## config.mk

```make
export PLATFORM = sky130hd
export DESIGN_NAME = two24_unpack
export DESIGN_NICKNAME = d
export VERILOG_FILES = /design/src/rtl/two24_unpack.sv
export SDC_FILE = /design/constraint.sdc
export NUM_CORES = 1
export LEC_CHECK = 0
export ABC_AREA = 1
export CORE_ASPECT_RATIO = 0.6
export CORE_MARGIN = 1.5
export CORE_UTILIZATION = 48
export DETAILED_ROUTE_END_ITERATION = 6
export HOLD_SLACK_MARGIN = 0.06
export PLACE_DENSITY = 0.88
export SYNTH_ARGS = -nofsm -noshare
export SYNTH_HDL_FRONTEND = slang
export SYNTH_SLANG_ARGS = --single-unit
export TNS_END_PERCENT = 30
```

## constraint.sdc

```tcl
create_clock -name clk_i -period 3.1 [get_ports clk_i]
set_input_delay 0.93 -clock clk_i [delete_from_list [all_inputs] [get_ports clk_i]]
set_output_delay 0.93 -clock clk_i [all_outputs]
set_load 0.03 [all_outputs]
```

## src/rtl/two24_unpack.sv

```systemverilog
// two24_unpack: serialises packed TWO24 results onto a 24-bit stream.
// Optional out_ovf_o port when TWO24_UNPACK_OVF_FLAG_EN is defined.
module two24_unpack #(
   parameter bit          SATURATE     = 1'b0,
   parameter int unsigned OVF_CNT_BITS = 16,
   parameter bit          LANE_SWAP    = 1'b0
) (
   input  logic                    clk_i,
   input  logic                    rst_i,
   input  logic                    in_valid_i,
   output logic                    in_ready_o,
   input  logic [47:0]             in_data_i,
   input  logic [1:0]              in_carry_i,
   output logic                    out_valid_o,
   input  logic                    out_ready_i,
   output logic [23:0]             out_data_o,
   output logic                    out_last_o,
   input  logic                    ovf_clr_i,
`ifdef TWO24_UNPACK_OVF_FLAG_EN
   output logic [OVF_CNT_BITS-1:0] ovf_count_o,
   output logic                    out_ovf_o
`else
   output logic [OVF_CNT_BITS-1:0] ovf_count_o
`endif
);

   typedef enum logic [1:0] {
      EMPTY  = 2'd0,
      FIRST  = 2'd1,
      SECOND = 2'd2
   } state_t;

   state_t state;

   logic        in_acc;
   logic        out_acc;
   logic        load_second;
   logic [23:0] first_raw;
   logic [23:0] second_raw;
   logic        first_c;
   logic        second_c;
   logic [23:0] first_val;
   logic [23:0] second_val;
   logic [23:0] hold_data;

   logic [1:0]              inc;
   logic [OVF_CNT_BITS-1:0] cnt_base;
   logic [OVF_CNT_BITS:0]   cnt_sum;

   // Ready depends on state; in SECOND it follows downstream ready
   always_comb begin
      in_ready_o = 1'b0;
      unique case (state)
         EMPTY:   in_ready_o = 1'b1;
         FIRST:   in_ready_o = 1'b0;
         SECOND:  in_ready_o = out_ready_i;
         default: in_ready_o = 1'b0;
      endcase
   end

   assign in_acc      = in_valid_i && in_ready_o;
   assign out_acc     = out_valid_o && out_ready_i;
   assign load_second = (state == FIRST) && out_acc;

   // Lane ordering and per-lane saturation, resolved at accept time
   always_comb begin
      first_raw  = LANE_SWAP ? in_data_i[47:24] : in_data_i[23:0];
      second_raw = LANE_SWAP ? in_data_i[23:0]  : in_data_i[47:24];
      first_c    = LANE_SWAP ? in_carry_i[1]    : in_carry_i[0];
      second_c   = LANE_SWAP ? in_carry_i[0]    : in_carry_i[1];
      first_val  = (SATURATE && first_c)  ? 24'hFFFFFF : first_raw;
      second_val = (SATURATE && second_c) ? 24'hFFFFFF : second_raw;
   end

   // Output FSM: registered sample, last flag and held second lane
   always_ff @(posedge clk_i or posedge rst_i) begin
      if (rst_i) begin
         state       <= EMPTY;
         out_valid_o <= 1'b0;
         out_data_o  <= '0;
         out_last_o  <= 1'b0;
         hold_data   <= '0;
      end else begin
         unique case (state)
            EMPTY: begin
               if (in_acc) begin
                  out_data_o  <= first_val;
                  out_last_o  <= 1'b0;
                  out_valid_o <= 1'b1;
                  hold_data   <= second_val;
                  state       <= FIRST;
               end
            end
            FIRST: begin
               if (out_acc) begin
                  out_data_o <= hold_data;
                  out_last_o <= 1'b1;
                  state      <= SECOND;
               end
            end
            SECOND: begin
               if (out_acc) begin
                  if (in_acc) begin
                     out_data_o <= first_val;
                     out_last_o <= 1'b0;
                     hold_data  <= second_val;
                     state      <= FIRST;
                  end else begin
                     out_valid_o <= 1'b0;
                     state       <= EMPTY;
                  end
               end
            end
            default: begin
               out_valid_o <= 1'b0;
               state       <= EMPTY;
            end
         endcase
      end
   end

`ifdef TWO24_UNPACK_OVF_FLAG_EN
   logic hold_c;

   // Carry flag travels with the lane currently on out_data_o
   always_ff @(posedge clk_i or posedge rst_i) begin
      if (rst_i) begin
         out_ovf_o <= 1'b0;
         hold_c    <= 1'b0;
      end else if (in_acc) begin
         out_ovf_o <= first_c;
         hold_c    <= second_c;
      end else if (load_second) begin
         out_ovf_o <= hold_c;
      end
   end
`endif

   always_comb begin
      inc      = {1'b0, in_carry_i[1]} + {1'b0, in_carry_i[0]};
      cnt_base = ovf_clr_i ? '0 : ovf_count_o;
      cnt_sum  = {1'b0, cnt_base} + (OVF_CNT_BITS+1)'(inc);
   end

   // Saturating overflow counter: clear first, then add this accept
   always_ff @(posedge clk_i or posedge rst_i) begin
      if (rst_i) begin
         ovf_count_o <= '0;
      end else if (in_acc) begin
         if (cnt_sum[OVF_CNT_BITS])
            ovf_count_o <= '1;
         else
            ovf_count_o <= cnt_sum[OVF_CNT_BITS-1:0];
      end else if (ovf_clr_i) begin
         ovf_count_o <= '0;
      end
   end

endmodule
```

==> load_flow_metrics.sql, run 1 <==
INSERT INTO impl_metrics (metric_group, metric, value, unit) VALUES
('cts', 'ctsLongestPathBuffers', '2', ''),
('floorplanning', 'floorplan.rows', '23', ''),
('cts', 'clkSinkCount', '68', ''),
('power', 'power.share.clock', '0.247', ''),
('cts', 'htree_num_levels', '3', ''),
('place', 'hpwl', '6960', 'µm'),
('logic_synthesis', 'synthesized_instance_count', '455', ''),
('cts', 'clkLatencyLatePin', '0.33', 'ns'),
('global_routing', 'grt_remaining_overflow', '0', ''),
('logic_synthesis', 'post_syn_nets', '512', ''),
('critical_path', 'crit_type', 'input pin to register', ''),
('sta', 'unrepaired_setup_endpoints_after_global_routing', 'false', ''),
('cts', 'numCtsBuffers', '9', ''),
('cells_and_area', 'top_library_cells_by_usage_in_the_layout_fill_and_taps_aside', 'sky130_fd_sc_hd__nand2_1, sky130_fd_sc_hd__clkdlybuf4s50_1, sky130_fd_sc_hd__dfrtp_1', ''),
('cells_and_area', 'proportion_of_layout_cells_with_a_drive_suffix_above_1', '0.0717', ''),
('place', 'placedCellCount', '629', ''),
('critical_path', 'slowest_delay', '0.43', 'ns'),
('power', 'seq_power_share', '0.295', ''),
('logic_synthesis', 'synth.lib_cells_used.distinct', '24', ''),
('global_routing', 'globalRouteTotalUtil', '0.271', ''),
('global_routing', 'maximum_number_of_pins_on_one_net_before_global_route_repair', '44', ''),
('critical_path', 'arrival', '3.14', 'ns'),
('critical_path', 'cp-endpoint', 'ovf_count_o[14]$_DFF_PP0_', ''),
('sta', 'skew', '0.00544', 'ns'),
('floorplanning', 'die_h', '68.1', 'µm'),
('flow_run', 'timing.max_cap.violations', '0', ''),
('critical_path', 'start_kind', 'input pin', ''),
('cells_and_area', 'layout.core_utilization', '0.711', ''),
('cts', 'quantity_of_gates_resized_following_cts', '0', ''),
('floorplanning', 'boundaryPins', '98', ''),
('drt', 'route.final.wire_length', '9990', 'µm'),
('drt', 'wl_met1', '4390', 'µm'),
('min_path', 'timing.hold.worst.class', 'register to register', ''),
('logic_synthesis', 'synth.ff_latch_count', '68', ''),
('critical_path', 'crit_required', '3.35', 'ns'),
('global_routing', 'antenna_found_initial', '0', ''),
('outcome', 'outcome', 'completed', ''),
('drt', 'detail_route.first_pass.iterations', '5', ''),
('drt', 'drc', '0', ''),
('power', 'static-leakage-power', '2.39', 'nW'),
('cells_and_area', 'synthToLayoutAreaGrowth', '41.5', '%'),
('drt', 'vias', '3400', ''),
('power', 'total_switching_power', '2.03', 'mW'),
('global_routing', 'grt_first_pass_wirelength', '15700', 'µm'),
('global_routing', 'grt_pass1_vias', '3222', ''),
('cts', 'clkTransAtPathRegs', '0.05', 'ns'),
('cts', 'cts_tree', 'yes', ''),
('sta', 'share_of_the_cycle_needed_by_the_critical_path_after_routing', '0.932', ''),
('logic_synthesis', 'syn_area_per_cell', '7.44', 'µm²'),
('drt', 'number_of_nets_with_antenna_violations_after_routing', '0', ''),
('floorplanning', 'die_w', '111', 'µm'),
('sta', 'report.final.setup_viol', '0', ''),
('drt', 'route.met3.wl', '816', 'µm'),
('power', 'max-vdd-ir-drop', '0.601', 'mV'),
('critical_path', 'timing.reg2reg.setup_slack', '0.94', 'ns'),
('cells_and_area', 'fill_cells', '528', ''),
('cells_and_area', 'layout.cells.most_common', 'sky130_fd_sc_hd__nand2_1', ''),
('sta', 'timing.slew.headroom', '0.574', ''),
('place', 'routabilityCongestion', '0.910', ''),
('floorplanning', 'start_util', '0.503', ''),
('drt', 'drt_wl_cell', '15.5', 'µm'),
('power', 'power.share.switching', '0.421', ''),
('sta', 'timing_hold_violations_final', '0', ''),
('sta', 'clock.fmax', '0.346', 'GHz'),
('logic_synthesis', 'synth-warning-count', '0', ''),
('sta', 'final_max_slew_viol_count', '0', ''),
('critical_path', 'critical_path.slowest_cell', 'sky130_fd_sc_hd__clkdlybuf4s50_1', ''),
('power', 'cellPowerDensity', '1010', 'nW/µm²'),
('drt', 'route.detailed.vias_per_inst', '5.27', ''),
('cts', 'cts.hold.buffers_added', '0', ''),
('logic_synthesis', 'post_synthesis_cell_area', '3390', 'µm²');
## Yosys cell counts
cell / instances / area (µm²)
sky130_fd_sc_hd__nand2_2: 3 / 18.8
sky130_fd_sc_hd__nor2_1: 35 / 131
sky130_fd_sc_hd__buf_2: 11 / 55.1
sky130_fd_sc_hd__inv_4: 1 / 6.26
sky130_fd_sc_hd__nand2_4: 1 / 11.3
sky130_fd_sc_hd__nand3_1: 45 / 225
sky130_fd_sc_hd__dfrtp_1: 68 / 1700
sky130_fd_sc_hd__a21oi_4: 1 / 16.3
sky130_fd_sc_hd__nand2_1: 200 / 751
sky130_fd_sc_hd__nand3b_1: 3 / 22.5
sky130_fd_sc_hd__o21bai_1: 4 / 30.0
sky130_fd_sc_hd__nor2_4: 1 / 11.3
sky130_fd_sc_hd__nand3_2: 3 / 30.0
sky130_fd_sc_hd__fa_1: 1 / 20.0
sky130_fd_sc_hd__o21ai_0: 13 / 65.1
sky130_fd_sc_hd__nor2_2: 2 / 12.5
sky130_fd_sc_hd__o211ai_1: 1 / 7.51
sky130_fd_sc_hd__inv_2: 3 / 11.3
sky130_fd_sc_hd__o21ai_1: 1 / 5.00
sky130_fd_sc_hd__a21oi_1: 13 / 65.1
sky130_fd_sc_hd__buf_4: 3 / 22.5
sky130_fd_sc_hd__inv_1: 38 / 143
sky130_fd_sc_hd__ha_1: 1 / 12.5
sky130_fd_sc_hd__clkbuf_1: 3 / 11.3
## state kept, by name (all words and copies together), names as in the netlist
register	cells
state	2
hold_data	24
out_valid_o	1
out_last_o	1
out_data_o	24
ovf_count_o	16
## power groups by stage
stage	Clock (mW)	Combinational (mW)	Sequential [mW]
detailed placement	0	2.16	1.43
global placement	0	2.08	1.41
finish	1.19	2.21	1.42
global route	1.24	2.41	1.45
floorplan	0	1.12	1.73
CTS	1.21	2.20	1.42
## logic make-up after synthesis
kind of cell / Yosys count / synth area share
simple gates: 293 / 0.358
flops: 68 / 0.503
buf+inv: 59 / 0.0735
compound gates: 33 / 0.0558
fa+ha+maj: 2 / 0.00961
## worst min path at each step
stage / startpoint / end / slack, ns / cells after the start
4_1_cts: hold_data[19]$_DFFE_PP0P_ / hold_data[19]$_DFFE_PP0P_ / 0.47 / 2
3_3_place_gp: out_data_o[9]$_DFFE_PP0P_ / out_data_o[9]$_DFFE_PP0P_ / 0.45 / 2
6_report: hold_data[19]$_DFFE_PP0P_ / hold_data[19]$_DFFE_PP0P_ / 0.47 / 2
5_1_grt: out_data_o[22]$_DFFE_PP0P_ / out_data_o[22]$_DFFE_PP0P_ / 0.49 / 2
3_5_place_dp: hold_data[19]$_DFFE_PP0P_ / hold_data[19]$_DFFE_PP0P_ / 0.46 / 2
2_1_floorplan: hold_data[10]$_DFFE_PP0P_ / hold_data[10]$_DFFE_PP0P_ / 0.44 / 2
## critical path: cells and delay by family
family,cells,cell delay [ns]
buffers and inverters,4,0.71
adders and majority gates,2,0.56
and+or+nand+nor,6,0.93
## area by class of cell
type | count | area (µm²) | area share
Sequential cell | 68 | 1700 | 0.355
Multi-Input combinational cell | 328 | 1440 | 0.300
Timing Repair Buffer | 104 | 1030 | 0.216
Clock buffer | 10 | 239 | 0.0499
Inverter | 42 | 160 | 0.0334
Clock inverter | 6 | 111 | 0.0232
Tap cell | 87 | 109 | 0.0227
## per-stage QoR
| step | setup TNS [ns] | instance area, µm² | power (mW) |
|---|---|---|---|
| after floorplan | 0 | 3390 | 2.85 |
| after global placement | 0 | 4440 | 3.49 |
| after detailed placement | -0.205 | 4440 | 3.59 |
| after CTS | 0 | 4790 | 4.82 |
| after global routing | 0 | 4790 | 5.11 |
| final | 0 | 4790 | 4.82 |
## routing by layer
layer,vias up,global-route usage
met4,0,0.116
li1,1611,-
met3,23,0.0735
met5,-,0
met1,1577,0.357
met2,189,0.431
(Power assumes the default switching activity.)
==> run 2, diff against run 1 <==
Settings changed: CORE_UTILIZATION 48 to 40, PLACE_DENSITY 0.88 to 0.76.
==> load_flow_metrics.sql, run 2 (same netlist as run 1, synthesis figures left out) <==
INSERT INTO impl_metrics (metric_group, metric, value, unit) VALUES
('outcome', 'outcome', 'completed', ''),
('power', 'power.share.clock', '0.214', ''),
('sta', 'transition_time_of_the_tightest_slew_check_pin', '0.734', 'ns'),
('cts', 'clkSinkCount', '68', ''),
('cells_and_area', 'insertedDiodeCount', '0', ''),
('sta', 'clock.fmax', '0.355', 'GHz'),
('critical_path', 'r2r.worst_path.cells', '10', ''),
('floorplanning', 'die_w', '122', 'µm'),
('min_path', 'worstHoldPathCells', '2', ''),
('power', 'share_comb_of_total_power', '0.471', ''),
('cells_and_area', 'top_library_cells_by_usage_in_the_layout_fill_and_taps_aside', 'sky130_fd_sc_hd__nand2_1, sky130_fd_sc_hd__clkdlybuf4s50_1, sky130_fd_sc_hd__dfrtp_1', ''),
('sta', 'share_of_the_cycle_needed_by_the_critical_path_after_routing', '0.908', ''),
('sta', 'unrepaired_setup_endpoints_after_global_routing', 'false', ''),
('place', 'hpwl', '6300', 'µm'),
('place', 'routabilityCongestion', '0.859', ''),
('sta', 'skew', '0.00375', 'ns'),
('power', 'total_switching_power', '1.88', 'mW'),
('power', 'seq_power_share', '0.316', ''),
('cells_and_area', 'fin_nets', '610', ''),
('cells_and_area', 'layout.cells.most_common', 'sky130_fd_sc_hd__nand2_1', ''),
('drt', 'number_of_nets_with_antenna_violations_after_routing', '0', ''),
('global_routing', 'globalRouteTotalUtil', '0.210', ''),
('place', 'numPortBuffers', '97', ''),
('global_routing', 'maximum_number_of_pins_on_one_net_before_global_route_repair', '39', ''),
('critical_path', 'crit_type', 'input pin to register', ''),
('power', 'cellInternalPower', '2.59', 'mW'),
('floorplanning', 'start_util', '0.421', ''),
('critical_path', 'timing.reg2reg.setup_slack', '0.99', 'ns'),
('floorplanning', 'die_h', '74.3', 'µm'),
('cts', 'clkTransAtPathRegs', '0.05', 'ns'),
('cells_and_area', 'synthToLayoutAreaGrowth', '40.2', '%'),
('cells_and_area', 'proportion_of_layout_cells_with_a_drive_suffix_above_1', '0.0663', ''),
('cells_and_area', 'reg_top3', 'hold_data: 24 flops, out_data_o: 24 flops, ovf_count_o: 16 flops', ''),
('cts', 'cts_tree', 'yes', ''),
('critical_path', 'worstSetupEndpointType', 'register', ''),
('critical_path', 'arrival', '3.05', 'ns'),
('global_routing', 'grt_pass1_vias', '3075', ''),
('power', 'power.share.switching', '0.420', ''),
('global_routing', 'grt_first_pass_wirelength', '14500', 'µm'),
('cts', 'htree_num_levels', '3', ''),
('cts', 'clockRootBuffer', 'sky130_fd_sc_hd__clkbuf_16', ''),
('min_path', 'hold_path_end', 'hold_data[19]$_DFFE_PP0P_', ''),
('floorplanning', 'boundaryPins', '98', ''),
('cts', 'clkLatencyLatePin', '0.32', 'ns'),
('global_routing', 'grt_remaining_overflow', '0', ''),
('sta', 'fin_setup_tns', '0', 'ns'),
('global_routing', 'antenna_found_initial', '0', ''),
('drt', 'drc', '0', ''),
('min_path', 'hold_start', 'hold_data[19]$_DFFE_PP0P_', ''),
('min_path', 'timing.hold.worst.class', 'register to register', ''),
('drt', 'detail_route.first_pass.iterations', '4', ''),
('sta', 'report.final.setup_viol', '0', ''),
('cts', 'postCtsSetupBuffers', '0', ''),
('drt', 'route.final.wire_length', '8720', 'µm'),
('sta', 'final_max_slew_viol_count', '0', ''),
('critical_path', 'crit_path_max_fanout', '14', ''),
('cts', 'quantity_of_gates_resized_following_cts', '0', ''),
('sta', 'period_minus_slack', '2.81', 'ns'),
('floorplanning', 'design.die.area', '9040', 'µm²'),
('power', 'total_power', '4.47', 'mW'),
('critical_path', 'crit_required', '3.34', 'ns'),
('cts', 'cts.hold.buffers_added', '0', ''),
('drt', 'drt_wl_cell', '13.1', 'µm'),
('cts', 'numCtsBuffers', '9', ''),
('cts', 'ctsLongestPathBuffers', '2', ''),
('power', 'static-leakage-power', '2.36', 'nW'),
('critical_path', 'start_kind', 'input pin', ''),
('sta', 'timing_hold_violations_final', '0', ''),
('floorplanning', 'core_area', '8040', 'µm²'),
('flow_run', 'timing.max_cap.violations', '0', ''),
('drt', 'drt_iter0_drc', '222', ''),
('power', 'max-vdd-ir-drop', '0.531', 'mV'),
('floorplanning', 'floorplan.rows', '25', ''),
('critical_path', 'reg2reg_from', 'ovf_count_o[0]$_DFF_PP0_', ''),
('critical_path', 'regToRegEndpoint', 'ovf_count_o[0]$_DFF_PP0_', ''),
('power', 'cellPowerDensity', '942', 'nW/µm²'),
('drt', 'route.detailed.vias_per_inst', '4.78', ''),
('drt', 'vias', '3185', ''),
('sta', 'timing.slew.headroom', '0.509', '');
-- run 2: changes by cell type in the layout (fill, tap and decap cells not counted) --
cell / change
sky130_fd_sc_hd__clkbuf_1: +3
sky130_fd_sc_hd__bufinv_16: -3
sky130_fd_sc_hd__clkinvlp_4: -1
sky130_fd_sc_hd__clkbuf_8: +2
sky130_fd_sc_hd__clkinv_4: -1
-- run 2: routing by layer --
metal	vias to the layer above	share of wire	global-route usage
met4	0	0.0069	0.0693
met1	1466	0.48	0.282
met3	6	0.082	0.0644
met2	113	0.43	0.328
li1	1600	-	-
met5	-	0	0
-- run 2: critical path, cell delays in order --
cell	delay, ns
sky130_fd_sc_hd__clkdlybuf4s50_1	0.45
sky130_fd_sc_hd__inv_1	0.05
sky130_fd_sc_hd__fa_1	0.42
sky130_fd_sc_hd__inv_1	0.10
sky130_fd_sc_hd__ha_1	0.20
sky130_fd_sc_hd__nand2_1	0.06
sky130_fd_sc_hd__nor2_1	0.16
sky130_fd_sc_hd__nand2_1	0.12
sky130_fd_sc_hd__inv_1	0.08
sky130_fd_sc_hd__nand3_2	0.28
sky130_fd_sc_hd__o211ai_1	0.20
-- run 2: layout make-up --
cell class	count	area, µm²
clock buffers	15	278
flip-flops and latches	68	1700
multi-input cells	328	1440
repair buffers	104	1030
clock inverters	1	5.00
well taps	108	135
fillers	734	3290
inverters	42	160
-- run 2: power groups by stage --
stage          clock [mW]  combinational [mW]  sequential, mW
2_1_floorplan           0                1.12            1.73
3_3_place_gp            0                2.06            1.41
3_5_place_dp            0                2.11            1.42
4_1_cts             0.977                2.13            1.41
5_1_grt              1.02                2.38            1.45
6_report            0.957                2.11            1.41
-- run 2: metrics by stage --
stage / util / std cells / cell area, µm² / worst slack (ns) / hold slack (ns)
2_1_floorplan: - / 455 / 3390 / 0.346 / 0.442
3_3_place_gp: 0.555 / 650 / 4470 / 0.0652 / 0.455
3_5_place_dp: 0.555 / 650 / 4470 / -0.0337 / 0.459
4_1_cts: 0.591 / 666 / 4750 / 0.291 / 0.472
5_1_grt: 0.591 / 666 / 4750 / 0.0499 / 0.491
6_report: 0.591 / 666 / 4750 / 0.285 / 0.469
-- run 2: worst max-delay path by stage --
stage | from | endpoint | slack [ns] | cells past startpoint
2_1_floorplan | ovf_clr_i | ovf_count_o[10]$_DFF_PP0_ | 0.35 | 14
3_3_place_gp | in_carry_i[0] | ovf_count_o[0]$_DFF_PP0_ | 0.07 | 11
3_5_place_dp | in_carry_i[0] | ovf_count_o[0]$_DFF_PP0_ | -0.03 | 11
4_1_cts | in_carry_i[0] | ovf_count_o[0]$_DFF_PP0_ | 0.29 | 11
5_1_grt | in_carry_i[0] | ovf_count_o[0]$_DFF_PP0_ | 0.05 | 11
6_report | in_carry_i[0] | ovf_count_o[0]$_DFF_PP0_ | 0.29 | 11
